`src/rtl/mem_arbiter.sv`:
```
// mem_arbiter: round-robin owner of one line-wide memory port shared by
// the I-cache (port 0) and D-cache (port 1), with a sticky ack timeout.
module mem_arbiter #(
    parameter int ADDR_W  = 32,
    parameter int LINE_W  = 256,
    parameter int TIMEOUT = 255
) (
    input  logic              clk_i,
    input  logic              rst_i,
    input  logic              req0_enable_i,
    input  logic              req0_write_i,
    input  logic [ADDR_W-1:0] req0_addr_i,
    input  logic [LINE_W-1:0] req0_data_i,
    output logic              req0_ack_o,
    output logic [LINE_W-1:0] req0_data_o,
    input  logic              req1_enable_i,
    input  logic              req1_write_i,
    input  logic [ADDR_W-1:0] req1_addr_i,
    input  logic [LINE_W-1:0] req1_data_i,
    output logic              req1_ack_o,
    output logic [LINE_W-1:0] req1_data_o,
    output logic              mem_enable_o,
    output logic              mem_write_o,
    output logic [ADDR_W-1:0] mem_addr_o,
    output logic [LINE_W-1:0] mem_data_o,
    input  logic              mem_ack_i,
    input  logic [LINE_W-1:0] mem_data_i,
    output logic [1:0]        gnt_o,
    output logic              err_o
);

    localparam int CNT_W = ($clog2(TIMEOUT + 1) > 9) ? $clog2(TIMEOUT + 1) : 9;

    localparam logic [1:0] IDLE = 2'd0;
    localparam logic [1:0] BUSY = 2'd1;
    localparam logic [1:0] DONE = 2'd2;

    logic [1:0]       state;
    logic             last;
    logic [CNT_W-1:0] cnt;
    logic             any_req;
    logic             pick;
    logic [CNT_W-1:0] cnt_inc;
    logic             tmo;

    // Winner choice (tie goes to the port not granted last) and timeout detect
    always_comb begin
        any_req = req0_enable_i | req1_enable_i;
        pick    = (req0_enable_i & req1_enable_i) ? ~last : req1_enable_i;
        cnt_inc = cnt + CNT_W'(1);
        tmo     = (cnt_inc == CNT_W'(TIMEOUT));
    end

    // Grant / wait-for-memory / ack sequencer; all outputs are registers
    always_ff @(posedge clk_i or negedge rst_i) begin
        if (!rst_i) begin
            state        <= IDLE;
            last         <= 1'b1;
            cnt          <= '0;
            gnt_o        <= 2'b00;
            err_o        <= 1'b0;
            mem_enable_o <= 1'b0;
            mem_write_o  <= 1'b0;
            mem_addr_o   <= '0;
            mem_data_o   <= '0;
            req0_ack_o   <= 1'b0;
            req1_ack_o   <= 1'b0;
            req0_data_o  <= '0;
            req1_data_o  <= '0;
        end else begin
            case (state)
                IDLE: begin
                    if (any_req) begin
                        state        <= BUSY;
                        last         <= pick;
                        cnt          <= '0;
                        gnt_o        <= pick ? 2'b10 : 2'b01;
                        mem_enable_o <= 1'b1;
                        mem_write_o  <= pick ? req1_write_i : req0_write_i;
                        mem_addr_o   <= pick ? req1_addr_i : req0_addr_i;
                        mem_data_o   <= pick ? req1_data_i : req0_data_i;
                    end
                end
                BUSY: begin
                    if (mem_ack_i) begin
                        state        <= DONE;
                        mem_enable_o <= 1'b0;
                        if (gnt_o[1]) begin
                            req1_ack_o  <= 1'b1;
                            req1_data_o <= mem_data_i;
                        end else begin
                            req0_ack_o  <= 1'b1;
                            req0_data_o <= mem_data_i;
                        end
                    end else if (tmo) begin
                        state        <= DONE;
                        mem_enable_o <= 1'b0;
                        err_o        <= 1'b1;
                        if (gnt_o[1]) begin
                            req1_ack_o  <= 1'b1;
                            req1_data_o <= '0;
                        end else begin
                            req0_ack_o  <= 1'b1;
                            req0_data_o <= '0;
                        end
                    end else begin
                        cnt <= cnt_inc;
                    end
                end
                DONE: begin
                    state       <= IDLE;
                    gnt_o       <= 2'b00;
                    req0_ack_o  <= 1'b0;
                    req1_ack_o  <= 1'b0;
                    req0_data_o <= '0;
                    req1_data_o <= '0;
                end
                default: begin
                    state <= IDLE;
                end
            endcase
        end
    end

endmodule

```
`config.mk`:
```
export PLATFORM = sky130hd
export DESIGN_NAME = mem_arbiter
export DESIGN_NICKNAME = d
export VERILOG_FILES = /design/src/rtl/mem_arbiter.sv
export SDC_FILE = /design/constraint.sdc
export NUM_CORES = 1
export LEC_CHECK = 0
export ABC_AREA = 1
export ABC_CLOCK_PERIOD_IN_PS = 3500
export CAP_MARGIN = 20
export CORE_AREA = 2 2 640 642
export CTS_CLUSTER_DIAMETER = 120
export CTS_CLUSTER_SIZE = 14
export DETAILED_ROUTE_END_ITERATION = 8
export DIE_AREA = 0 0 642 644
export HOLD_SLACK_MARGIN = 0.12
export PLACE_DENSITY = 0.35
export SKIP_LAST_GASP = 1
export SLEW_MARGIN = 20
export SYNTH_ARGS = -nofsm -noshare
export SYNTH_HDL_FRONTEND = slang
export SYNTH_SLANG_ARGS = --single-unit
export TNS_END_PERCENT = 10
```
`constraint.sdc`:
```
create_clock -name clk_i -period 3.5 [get_ports clk_i]
set_input_delay 0.35 -clock clk_i [delete_from_list [all_inputs] [get_ports clk_i]]
set_output_delay 0.35 -clock clk_i [all_outputs]
set_load 0.01 [all_outputs]
```
==> results.md <==
* Least-Margin Pin Slew at ~1200 ps
* Final period utilization at a little over four fifths
* Final Routed Wirelength at 309 mm
* Core footprint at just over 400,000 um^2
* Die width at between 600 and 700 um
* Routed len/inst at 27.9 um
* Max-cap violations at 0
* Area contributors post-synth: dfrtp_1 (59%), nand2_1 (12%), o21ai_2 (9.3%), o21ai_0 (6.9%), o21ai_1 (3.5%)
* Critical Path AT at 3670 ps
* Dpl cell area at 57,800 um^2
* Die Y at about 640 um
* R2R depth at 8
* CTS Hold Bufs at roughly 360
* Initial core utilization at 8.54%
* Post-Syn Instances at 3,668
* Syn Area/Cell at approximately 9.5 um^2
* Number of DRC markers in iteration 0 at roughly 2,600
* Internal power at 30.4 mW
* RePlAce Congestion at 0.930
* Cell row count at 235
* CTS Sinks at 819
* Drt first pass iters at 5
* GR Layer Usage met1 at approximately 15%
* Pre-CTS setup slack at between 600 and 700 ps
* Final ANT Viol Nets at 0
* Area fraction of the dominant cell type after synthesis at between 50% and 60%
* Sequential group share of total power at 30.1%
* CTS HTree Levels at 3
* Setup TNS at 0 ps
* EDFF count, synth at 0
* Port buffer count at around 1,600
* Tot GR Track Use at between 10% and 20%
* Net Sw Frac at ~45%
* Pwr/cell area at about 870 nW/um^2
* Clock Power Share at approximately 16%
* Fmax at ~0.34 GHz
* Share of cells above drive strength 1 at a little over a tenth
* Final setup fails at 0
* Maximum fanout along the worst path at 89
* Top Ports at about 1,600
* Clock Latency Late Sink at about 840 ps
* Final count of hold timing violations at 0
* Setup CP Type: register to register
* Met3 usage at around 5.5%
* Clock-pin transition on the worst setup and hold timing paths at about 80 ps
* Total number of yosys warnings at 0
* CP Data Required Time at about 4200 ps
* Design area at roughly 64,000 um^2
* Logic pwr share at between 50% and 60%
* GRT Residual Overflow at 0
* Async set or reset register ratio after synthesis at 100%
* Vias in the first global route at around 37,000
* Post-route DRC at 0
* Biggest area consumer among synthesized cells: dfrtp_1
* Post-synth cell types at 30
* Rel. slew slack at between 10% and 20%
* GR Util met2 at approximately a quarter
* Cell Area, Synth at about 35,000 um^2
* Status: finished clean
* Total leakage power at 24.8 nW
* Crit start category: register
* Final WS setup at ~540 ps
* Fin Hold WS at roughly 190 ps
* DR vias/cell at 3.21
* Main synth FF type: dfrtp_1
* Initial antenna violation count at roughly 130
* Cts bufs inserted at 81
* #FFs+latches synth at roughly 800
* Top cells by count, synth: nand2_1 (1,114), dfrtp_1 (818), o21ai_0 (479), o21ai_2 (370), nor2_1 (303)
* Skew final at 51.7 ps
* Final min period at ~3000 ps
* Total die area at a little over 400,000 um^2
* Fin. max-slew vios at 0
* Fin nets at around 6,400
* Final Power at between 50 and 60 mW
* Vias at approximately 36,000
* RSZ-0062 raised after global routing: false
* Post-detail-place hpwl at between 200 and 300 mm
* CP Capture Type: register
* Tightest Hold Check Type: input pin to asynchronous set/reset pin
* Post_cts resized at 0
* Root buffer cell: clkbuf_16
* Most Used Layer, Global Route: met2
* Count leader, synth: nand2_1
* Setup Fix Bufs, Post-CTS at 0
* CTS tree: yes
* Layout area overhead at 83.4%
* Largest net degree at the start of global routing at approximately 120
* Switching power at 24.8 mW
* Synthesized Nets at 4,513
* First-pass GRT wire length at between 300 and 400 mm
* Peak supply drop at 0.575 mV
* Sequential area share after synthesis at about three fifths
* Max clock buf depth at 4
## stage by stage
stage	std cells	utilization, %
2_1_floorplan	3668	-
3_3_place_gp	10600	14.2
3_5_place_dp	10600	14.2
4_1_cts	11000	15.6
5_1_grt	11100	15.6
6_report	11100	15.7
## cell usage in the layout (no fill, tap or decap), types with 46 or more instances in the layout
cell | Yosys | layout
nand2_1 | 1114 | 1113
nor2_1 | 303 | 302
dfrtp_1 | 818 | 818
buf_12 | 0 | 48
buf_4 | 0 | 46
clkbuf_16 | 0 | 83
o21ai_1 | 244 | 246
o21ai_2 | 370 | 370
dlygate4sd3_1 | 0 | 356
o21ai_0 | 479 | 476
clkdlybuf4s50_1 | 0 | 1644
## registers in the layout (all words and copies together) (netlist names)
signal / flops
req1_data_o: 256
state: 2
gnt_o: 2
mem_addr_o: 32
last: 1
req0_ack_o: 1
mem_data_o: 256
cnt: 9
req0_data_o: 256
req1_ack_o: 1
err_o: 1
mem_write_o: 1
mem_enable_o: 1
## final cells by class
type,count,area [um^2]
flip-flops and latches,819,20500
inverters,16,75.1
multi-input cells,2562,12600
well taps,5451,6820
clock inverters,19,254
clock buffers,87,2100
diodes,35,87.6
fillers,46200,344000
repair buffers,2095,21300
## critical path, stage by stage, from the launching register on
cell and delay [ps]:
dfrtp_1 410, inv_1 120, ha_1 300, o21ai_4 170
inv_8 430, buf_12 390, o21ai_0 160, o21ai_0 180
dlygate4sd3_1 570
## power groups by stage
stage / registers (mW) / clock network [mW] / logic (mW)
global placement: 16.7 / 0 / 29.8
floorplan: 17.9 / 0 / 10.2
global route: 17.2 / 9.81 / 32.1
CTS: 16.7 / 9.62 / 30.6
detailed placement: 16.8 / 0 / 29.8
finish: 16.6 / 9.05 / 29.6
## layer usage
layer  vias up  part of all wire [%]
met5         -                 0.088
met4        40                   3.3
met3       329                   8.9
met2      1379                    51
met1     17800                    36
li1      16000                     -
## kinds of logic after synthesis
logic type                 Yosys count  synth area share [%]
AOI/OAI and AO/OA                 1100                  19.9
and+or+nand+nor                   1456                  16.1
DFF                                819                  58.9
adders and majority gates            6                 0.216
buffers and inverters              287                  4.94
## worst paths after layout
path | from | endpoint | slack (ps)
max in group asynchronous | rst_i | mem_data_o[136] | 2100
hold reg to reg | last | last | 470
setup / recovery | state[0] | mem_data_o[105] | 540
hold / removal | rst_i | req1_data_o[180] | 190
setup reg to reg | state[0] | mem_data_o[105] | 540
min in group clk_i | req1_data_i[81] | mem_data_o[81] | 220
(Power assumes the default switching activity.)
